[src/rtl/calc_operand_loader.sv]
// Byte-stream front end for the adder-subtractor: assembles CMD/P/Q frames, guarded by sync and inter-byte timeout.
// Optional trailing XOR checksum byte when CALC_CHECKSUM_EN is defined.
module calc_operand_loader #(
    parameter int         TIMEOUT = 1000,
    parameter int         CNT_W   = 16,
    parameter logic [3:0] SYNC    = 4'hA
) (
    input  logic        clk,
    input  logic        rst_n,
    input  logic [7:0]  in_data,
    input  logic        in_valid,
    output logic        in_ready,
    output logic [3:0]  Command,
    output logic [15:0] inputP,
    output logic [15:0] inputQ,
    output logic        op_valid,
    input  logic        op_ready,
    output logic        frame_err,
    output logic        busy
);

    typedef enum logic [2:0] {IDLE, P_HI, P_LO, Q_HI, Q_LO, CHK, HOLD} state_t;

    localparam logic [CNT_W-1:0] CNT_MAX = CNT_W'(TIMEOUT - 1);

    state_t           state, state_nx;
    logic [CNT_W-1:0] cnt;
    logic             acc, in_frame, tmo, load, err_nx;
    logic [3:0]       cmd_sh;
    logic [15:0]      p_sh, q_sh;
`ifdef CALC_CHECKSUM_EN
    logic [7:0]       chk_sh;
`endif

    assign in_ready = (state != HOLD);
    assign op_valid = (state == HOLD);
    assign busy     = (state != IDLE);
    assign acc      = in_valid && in_ready;
    assign in_frame = (state != IDLE) && (state != HOLD);
    // An accepted byte on the final count cycle beats the abort.
    assign tmo      = in_frame && !acc && (cnt == CNT_MAX);

    always_ff @(posedge clk) begin
        if (!rst_n) state <= IDLE;
        else        state <= state_nx;
    end

    always_comb begin
        state_nx = state;
        load     = 1'b0;
        err_nx   = 1'b0;
        case (state)
            IDLE: begin
                if (acc) begin
                    if (in_data[7:4] == SYNC) state_nx = P_HI;
                    else                      err_nx   = 1'b1;
                end
            end
            P_HI: if (acc) state_nx = P_LO;
            P_LO: if (acc) state_nx = Q_HI;
            Q_HI: if (acc) state_nx = Q_LO;
            Q_LO: begin
                if (acc) begin
`ifdef CALC_CHECKSUM_EN
                    state_nx = CHK;
`else
                    state_nx = HOLD;
                    load     = 1'b1;
`endif
                end
            end
            CHK: begin
`ifdef CALC_CHECKSUM_EN
                if (acc) begin
                    if (in_data == chk_sh) begin
                        state_nx = HOLD;
                        load     = 1'b1;
                    end else begin
                        state_nx = IDLE;
                        err_nx   = 1'b1;
                    end
                end
`else
                state_nx = IDLE;
`endif
            end
            HOLD: if (op_ready) state_nx = IDLE;
            default: state_nx = IDLE;
        endcase
        if (tmo) begin
            state_nx = IDLE;
            err_nx   = 1'b1;
        end
    end

    always_ff @(posedge clk) begin
        if (!rst_n) begin
            cnt       <= '0;
            frame_err <= 1'b0;
            cmd_sh    <= '0;
            p_sh      <= '0;
            q_sh      <= '0;
            Command   <= '0;
            inputP    <= '0;
            inputQ    <= '0;
`ifdef CALC_CHECKSUM_EN
            chk_sh    <= '0;
`endif
        end else begin
            frame_err <= err_nx;
            if (in_frame && !acc && !tmo) cnt <= cnt + 1'b1;
            else                          cnt <= '0;

            if (acc) begin
                case (state)
                    IDLE: if (in_data[7:4] == SYNC) cmd_sh <= in_data[3:0];
                    P_HI: p_sh[15:8] <= in_data;
                    P_LO: p_sh[7:0]  <= in_data;
                    Q_HI: q_sh[15:8] <= in_data;
                    Q_LO: q_sh[7:0]  <= in_data;
                    default: ;
                endcase
`ifdef CALC_CHECKSUM_EN
                if (state == IDLE) chk_sh <= in_data;
                else               chk_sh <= chk_sh ^ in_data;
`endif
            end

            // Q_LO byte is still in flight when loading without a checksum stage.
            if (load) begin
                Command <= cmd_sh;
                inputP  <= p_sh;
                inputQ  <= (state == Q_LO) ? {q_sh[15:8], in_data} : q_sh;
            end
        end
    end

endmodule

[config.mk]
export PLATFORM = sky130hd
export DESIGN_NAME = calc_operand_loader
export DESIGN_NICKNAME = d
export VERILOG_FILES = /design/src/rtl/calc_operand_loader.sv
export SDC_FILE = /design/constraint.sdc
export NUM_CORES = 1
export LEC_CHECK = 0
export CORE_MARGIN = 5
export CORE_UTILIZATION = 50
export DETAILED_ROUTE_END_ITERATION = 8
export PLACE_DENSITY_LB_ADDON = 0.25
export SLEW_MARGIN = 20
export SYNTH_ARGS = -nofsm -noshare
export SYNTH_HDL_FRONTEND = slang
export SYNTH_SLANG_ARGS = --single-unit
[constraint.sdc]
create_clock -name clk -period 2.79 [get_ports clk]
set_input_delay 0.6975 -clock clk [delete_from_list [all_inputs] [get_ports clk]]
set_output_delay 0.6975 -clock clk [all_outputs]
set_load 0.02 [all_outputs]
Yosys cells after proc, flatten, opt, wreduce, memory -nomap -nowiden --
Cells that the tools add are included.
Cells by class: $add $sub $neg 1, eq/ne operators 15, mux-type cells 15, bitwise logic cells 1, reductions and logical operators 17
Operators by type and width (count):
- $mux W3 | 7
- $pmux W3 S6 | 1
- $add A16 B1 Y16 const B | 1
- $eq A16 B10 Y1 const B | 1
- $ne A2 B2 Y1 const B | 6
- $reduce_and A2 Y1 | 5
- $mux W8 | 1
- $reduce_and A7 Y1 | 1
- $eq A3 B2 Y1 const B | 2
- $eq A3 B3 Y1 const B | 2
- $mux W1 | 6
- $logic_and A1 B1 Y1 | 5
- $eq A4 B4 Y1 const B | 1
- $eq A3 B1 Y1 const B | 1
- $logic_not A3 Y1 | 1
- $ne A3 B3 Y1 const B | 1
- $reduce_and A3 Y1 | 1
- $reduce_bool A3 Y1 | 1
- $logic_not A1 Y1 | 2
- $ne A2 B1 Y1 const B | 1
- $reduce_or A2 Y1 | 1
- $not A1 Y1 | 1
Word-level totals: flip-flop bits (word level) 92, input bits 12, output and inout port bits 40

Logic depth before layout (Yosys ltp) --
Gate-level depths: netlist of run 1.
depth after elaboration 8, gate-level depth with buffers 7, mapped depth without buffers 5

Least setup slack after synthesis of run 1 --
OpenSTA, ideal clock, no wires.
path type input to register, start point input port in_valid, end point register Command[3], library setup time 0.076 ns, arrival 1.866 ns, setup slack 0.848 ns, stages 6, path buffers 2, path through clkbuf_1 > nand2b_1 > nor2_1 > clkbuf_1 > nand2_1 > a21boi_0
On the way: cells in the longest elaborated chain, start to end 3
Ends and longest elaborated chain:
- start, declared | line 11 | input logic in_valid,
- $logic_and A1 B1 Y1 | line 38 | assign acc = in_valid && in_ready;
- $mux W1 | line 63 | if (acc) begin
- $mux W1 | line 52 | case (state)
- end signal, assigned | line 131 | Command <= cmd_sh;
- end, declared | line 13 | output logic [3:0] Command,
Every way passes these cells. A chain may end at the register's enable or synchronous reset.

Worst setup path in the final report of run 1 --
start point register state[2], end point output port op_valid
On the way: cells in the longest elaborated chain, start to end 1
Ends and longest elaborated chain:
- start, declared | line 26 | state_t state, state_nx;
- start signal, assigned | line 45 | else state <= state_nx;
- $eq A3 B3 Y1 | line 36 | assign op_valid = (state == HOLD);
- end, declared | line 16 | output logic op_valid,
Every way passes these cells.

==> results.sh, run 1 <==
export IMPL_path_delay_family="buffers and inverters"
export IMPL_worstMarginPinSlew_ns=0.5215
export IMPL_drt_wl_total_um=7174
export IMPL_cts_num_sinks=84
export IMPL_grtUsageTotal_pct=18.33
export IMPL_ys_types=33
export IMPL_setup_violations=0
export IMPL_drc=0
export IMPL_cp_required_ns=2.09
export IMPL_drive_gt1_share_pct=7.500
export IMPL_run_status="finished, final reports clean"
export IMPL_hold_viol=0
export IMPL_drv_slew=0
export IMPL_critPathArrivalTime_ns=1.82
export IMPL_rsz0062_at_grt="false"
export IMPL_port_buffers=51
export IMPL_hpwlAfterDp_um=5052
export IMPL_finalCritPeriodShare_pct=90.30
export IMPL_synth_top_area_share_pct=50.22
export IMPL_vias_per_cell=5.128
export IMPL_wl_per_cell_um=13.88
export IMPL_max_stage_delay_ns=0.61
export IMPL_maxSlewHeadroom_pct=65.19
export IMPL_crit_buf_inv=2
export IMPL_syn_nets=400
export IMPL_num_rows=29
export IMPL_synth_cells=387
export IMPL_fp_dieW_um=91.83
export IMPL_min_path_type="register to register"
export IMPL_grt_ovfl_total=0
export IMPL_dp_cells=501
export IMPL_clock_fmax_mhz=396.9
export IMPL_vias=2651
export IMPL_slowest_stage="clkdlybuf4s50_1"
export IMPL_ir_drop_mv=0.2824
export IMPL_p_per_area_nw_per_um2=520.1
export IMPL_maxCapViolations=0
export IMPL_layout_cells_non_filler=517
export IMPL_antenna_found_initial=0
export IMPL_n_antenna_cell=0
export IMPL_ctsResizeCount=0
export IMPL_root_buffer="clkbuf_8"
export IMPL_fill_cells=577
export IMPL_period_minus_slack_ns=2.519
export IMPL_core_sq_um=6422
export IMPL_place_congestion=0.8427
export IMPL_clkTransAtPathRegs_ns=0.09
export IMPL_cellLeakagePower_nw=1.326
export IMPL_die_h_um=91.83
export IMPL_async_flop_share_pct=0
export IMPL_synth_edf_count=0
export IMPL_crit_chain="nor2b_1 -> nand2_1 -> inv_1 -> clkdlybuf4s50_1"
export IMPL_nNetsFinal=448
export IMPL_cts_buffers=9
export IMPL_die_area_sq_um=8433
export IMPL_syn_to_final_growth_pct=23.06
export IMPL_firstDrtPassIters=4
export IMPL_grt_start_max_net_pins=37
export IMPL_crit_type="register to output pin"
export IMPL_cts_tree="done"
export IMPL_grt_pass1_vias=2663
export IMPL_clk_latency_ns=0.35
export IMPL_clock_skew_ns=0.007309
export IMPL_syn_area_sq_um=3348
export IMPL_cts_htree_levels=3
export IMPL_drtIter0Drc=93
export IMPL_path_max_fanout=9
export IMPL_start_kind="register"
export IMPL_start_util_pct=52.13
export IMPL_ctsHoldBuffers=0
export IMPL_synth_area_leaders="dfxtp_1 50%, nand2_1 13%, a21boi_0 12%"
export IMPL_ys_warn_count=0
export IMPL_yosys_area_top_type="dfxtp_1"
export IMPL_fin_setup_tns_ns=0
export IMPL_synth_avg_cell_area_sq_um=8.652
export IMPL_crit_path_end_kind="output pin"
export IMPL_grt_pass1_wl_um=12360
export IMPL_cts_path_max_buffers=2
export IMPL_synth_ff_type="dfxtp_1"
export IMPL_synth_seq_cells=84
export IMPL_antenna_left=0
export IMPL_io_pins=52
export IMPL_synth_seq_area_share_pct=50.22
export IMPL_postCtsSetupBuffers=0
==> per-layer routing <==
metal / vias to the layer above / global-route usage [%] / part of all wire (%)
li1: 1367 / - / -
met1: 1230 / 23.06 / 47
met2: 43 / 29.88 / 47
met3: 11 / 4.992 / 3.9
met4: 0 / 7.302 / 1.8
met5: - / 0 / 0
==> layout by cell type (no fill, tap or decap), types with 2 or more instances in the layout <==
cell,n
nand2b_1,5
inv_1,4
clkinvlp_4,4
dfxtp_1,84
xnor2_1,10
nor3_1,5
mux2i_1,12
clkinv_4,2
a21oi_1,2
nor2_1,22
a21boi_0,52
clkdlybuf4s50_1,50
nand4_1,5
nor4_1,5
nand3_1,7
nand2_1,114
nor2b_1,14
buf_4,9
o21ai_0,2
xor2_1,4
clkbuf_8,9
or4_1,2
nor2_2,2
==> state kept, by name, summed over array words and instances (netlist names) <==
signal     flops
inputQ        16
cnt           16
frame_err      1
inputP        16
p_sh          16
q_sh           8
Command        4
cmd_sh         4
state          3
==> logic make-up after synthesis <==
kind of cell / synth area share, %
buf+inv: 3.475
mux: 3.588
flops: 50.22
simple gates: 25.04
xor+xnor: 3.662
compound gates: 13.64
fa+ha+maj: 0.3736
==> worst paths after layout <==
kind                           from  depth (start not counted)                endpoint  slack, ns
max           state[2]$_SDFFE_PP0P_                          4                op_valid       0.27
min          inputP[4]$_SDFFE_PN0P_                          2  inputP[4]$_SDFFE_PN0P_       0.46
max reg2reg       cnt[4]$_SDFF_PN0_                          4       cnt[7]$_SDFF_PN0_       0.88
min reg2reg  inputP[4]$_SDFFE_PN0P_                          2  inputP[4]$_SDFFE_PN0P_       0.46
==> report_power, final <==
part	internal (mW)	total [mW]	leakage [nW]	switching, mW
logic	0.0372	0.0761	0.562	0.0388
registers	1.20	1.20	0.677	0.00260
clock network	0.416	0.863	0.0877	0.447
total	1.65	2.14	1.33	0.489
==> synthesized netlist by cell type (all sizes together), types with 5 or more instances <==
library cell / n
nor2b: 14
a21boi: 52
mux2i: 12
xnor2: 10
nand2b: 5
nor2: 24
nand3: 8
dfxtp: 84
nand2: 114
clkbuf: 21
nor3: 5
nor4: 5
nand4: 5
==> cell type report <==
class                      count  area, sq um  share of cell area [%]
clock buffer                   9        123.9                   3.006
clock inverter                 7        77.57                   1.883
inverter                       4        15.01                  0.3644
multi-input combinational    276         1553                   37.69
sequential                    84         1682                   40.81
tap                           77        96.34                   2.338
timing repair buffer          60        573.1                   13.91
==> stage by stage <==
step / utilization (%) / hold WS, ns / setup slack (ns) / cell area, sq um / total power [mW]
2_1_floorplan: - / 0.4299 / 0.8483 / 3348 / 1.269
3_3_place_gp: 61.02 / 0.4497 / 0.3348 / 3919 / 1.308
5_1_grt: 64.15 / 0.4853 / 0.1648 / 4120 / 2.235
6_report: 64.15 / 0.4649 / 0.2707 / 4120 / 2.143
3_5_place_dp: 61.02 / 0.4574 / 0.2492 / 3919 / 1.309
4_1_cts: 64.15 / 0.4704 / 0.2465 / 4120 / 2.171
==> worst reg2reg max path, stage by stage, from the launching register on <==
cell and delay (ns):
dfxtp_1 0.38, or4_1 0.55, or4_4 0.59, nand3_4 0.21, nor2_1 0.08
Power figures use the tool's default switching activity.
==> run 2: changes to the inputs <==
MAX_ROUTING_LAYER = met4   (was default)
==> results.sh, run 2 (synthesis results as in run 1) <==
export IMPL_grt_start_max_net_pins=37
export IMPL_worstMarginPinSlew_ns=0.5223
export IMPL_vias=2653
export IMPL_firstDrtPassIters=4
export IMPL_clk_latency_ns=0.35
export IMPL_cts_num_sinks=84
export IMPL_start_kind="register"
export IMPL_die_h_um=91.83
export IMPL_fp_dieW_um=91.83
export IMPL_syn_to_final_growth_pct=23.06
export IMPL_ff2ff_path_depth=4
export IMPL_crit_chain="nor2b_1 -> nand2_1 -> inv_1 -> clkdlybuf4s50_1"
export IMPL_clkTransAtPathRegs_ns=0.09
export IMPL_grt_pass1_wl_um=12350
export IMPL_postCtsSetupBuffers=0
export IMPL_p_per_area_nw_per_um2=520.4
export IMPL_drive_gt1_share_pct=7.500
export IMPL_maxSlewHeadroom_pct=65.14
export IMPL_root_buffer="clkbuf_8"
export IMPL_finalCritPeriodShare_pct=90.33
export IMPL_hold_viol=0
export IMPL_ctsHoldBuffers=0
export IMPL_cp_required_ns=2.09
export IMPL_cts_buffers=9
export IMPL_cellLeakagePower_nw=1.326
export IMPL_place_congestion=0.8559
export IMPL_io_pins=52
export IMPL_mostFrequentLayoutCells="114 x nand2_1, 84 x dfxtp_1, 52 x a21boi_0, 50 x clkdlybuf4s50_1, 22 x nor2_1"
export IMPL_clock_fmax_mhz=396.8
export IMPL_grt_ovfl_total=0
export IMPL_cts_path_max_buffers=2
export IMPL_ctsResizeCount=0
export IMPL_rsz0062_at_grt="false"
export IMPL_ir_drop_mv=0.2852
export IMPL_hpwlAfterDp_um=5052
export IMPL_vias_per_cell=5.132
export IMPL_drv_slew=0
export IMPL_start_util_pct=52.13
export IMPL_reg2reg_from="cnt[4]$_SDFF_PN0_"
export IMPL_drc=0
export IMPL_dpl_instance_area_sq_um=3919
export IMPL_crit_type="register to output pin"
export IMPL_run_status="finished, final reports clean"
export IMPL_antenna_left=0
export IMPL_hold_path_depth=2
export IMPL_layout_commonest_cell="nand2_1"
export IMPL_n_antenna_cell=0
export IMPL_crit_path_end_kind="output pin"
export IMPL_maxCapViolations=0
export IMPL_period_minus_slack_ns=2.520
export IMPL_r2r_end="cnt[7]$_SDFF_PN0_"
export IMPL_grt_pass1_vias=2669
export IMPL_worstHoldEndpoint="inputP[4]$_SDFFE_PN0P_"
export IMPL_nNetsFinal=448
export IMPL_core_sq_um=6422
export IMPL_dp_cells=501
export IMPL_r2r_setup_slack_ns=0.88
export IMPL_antenna_found_initial=0
export IMPL_path_max_fanout=9
export IMPL_fin_setup_tns_ns=0
export IMPL_clock_skew_ns=0.007769
export IMPL_drtIter0Drc=84
export IMPL_wl_per_cell_um=13.87
export IMPL_num_rows=29
export IMPL_grtUsageTotal_pct=18.79
export IMPL_cts_htree_levels=3
export IMPL_drt_wl_total_um=7172
export IMPL_finalPower_mw=2.144
export IMPL_layout_cells_non_filler=517
export IMPL_max_stage_delay_ns=0.61
export IMPL_cts_tree="done"
export IMPL_die_area_sq_um=8433
export IMPL_min_from="inputP[4]$_SDFFE_PN0P_"
export IMPL_critPathArrivalTime_ns=1.82
export IMPL_port_buffers=51
export IMPL_setup_violations=0
export IMPL_min_path_type="register to register"
export IMPL_slowest_stage="clkdlybuf4s50_1"
export IMPL_final_area_sq_um=4120
run 2: worst max-delay path, delay by kind of cell, from the launching register on:
kind / cells / cell delay, ns
AND/OR/NAND/NOR: 2 / 0.31
flip-flops: 1 / 0.47
buffers and inverters: 2 / 0.69
run 2: where the power goes:
| part | internal [mW] | switching, mW | leakage [nW] |
|---|---|---|---|
| sequential | 1.20 | 0.00261 | 0.677 |
| clock | 0.416 | 0.449 | 0.0877 |
| combinational | 0.0372 | 0.0388 | 0.562 |
run 2: worst max-delay path by stage:
stage,startpoint,end,slack [ns],cells after the start
finish,state[2]$_SDFFE_PP0P_,op_valid,0.27,4
global route,state[2]$_SDFFE_PP0P_,op_valid,0.17,4
CTS,state[2]$_SDFFE_PP0P_,op_valid,0.25,4
detailed placement,in_data[4],cmd_sh[2]$_SDFFE_PN0P_,0.25,5
global placement,in_data[4],cmd_sh[1]$_SDFFE_PN0P_,0.33,5
floorplan,in_valid,Command[3]$_SDFFE_PN0P_,0.85,6
run 2: cell type report:
cell class                      instances  area (sq um)
Sequential cell                        84          1682
Multi-Input combinational cell        276          1553
Clock inverter                          7         77.57
Clock buffer                            9         123.9
Fill cell                             577          2302
Tap cell                               77         96.34
Timing Repair Buffer                   60         573.1
Inverter                                4         15.01
run 2: per-layer routing:
layer,vias up,GRT usage (%),part of all wire (%)
li1,1367,-,-
met1,1233,23.06,47
met2,44,30.01,48
met3,9,4.419,3.5
met4,0,7.302,1.5
met5,-,-,0
run 2: through the flow:
step | setup slack (ns) | hold slack [ns] | utilization (%)
finish | 0.2697 | 0.4650 | 64.15
floorplan | 0.8483 | 0.4299 | -
detailed placement | 0.2492 | 0.4574 | 61.02
global route | 0.1673 | 0.4853 | 64.15
CTS | 0.2465 | 0.4704 | 64.15
global placement | 0.3348 | 0.4497 | 61.02
==> run 3: changes to the inputs <==
GPL_ROUTABILITY_DRIVEN = 1   (was default)
==> results of run 3 <==
The final DEF is identical to that of run 2; final timing and power are the same.
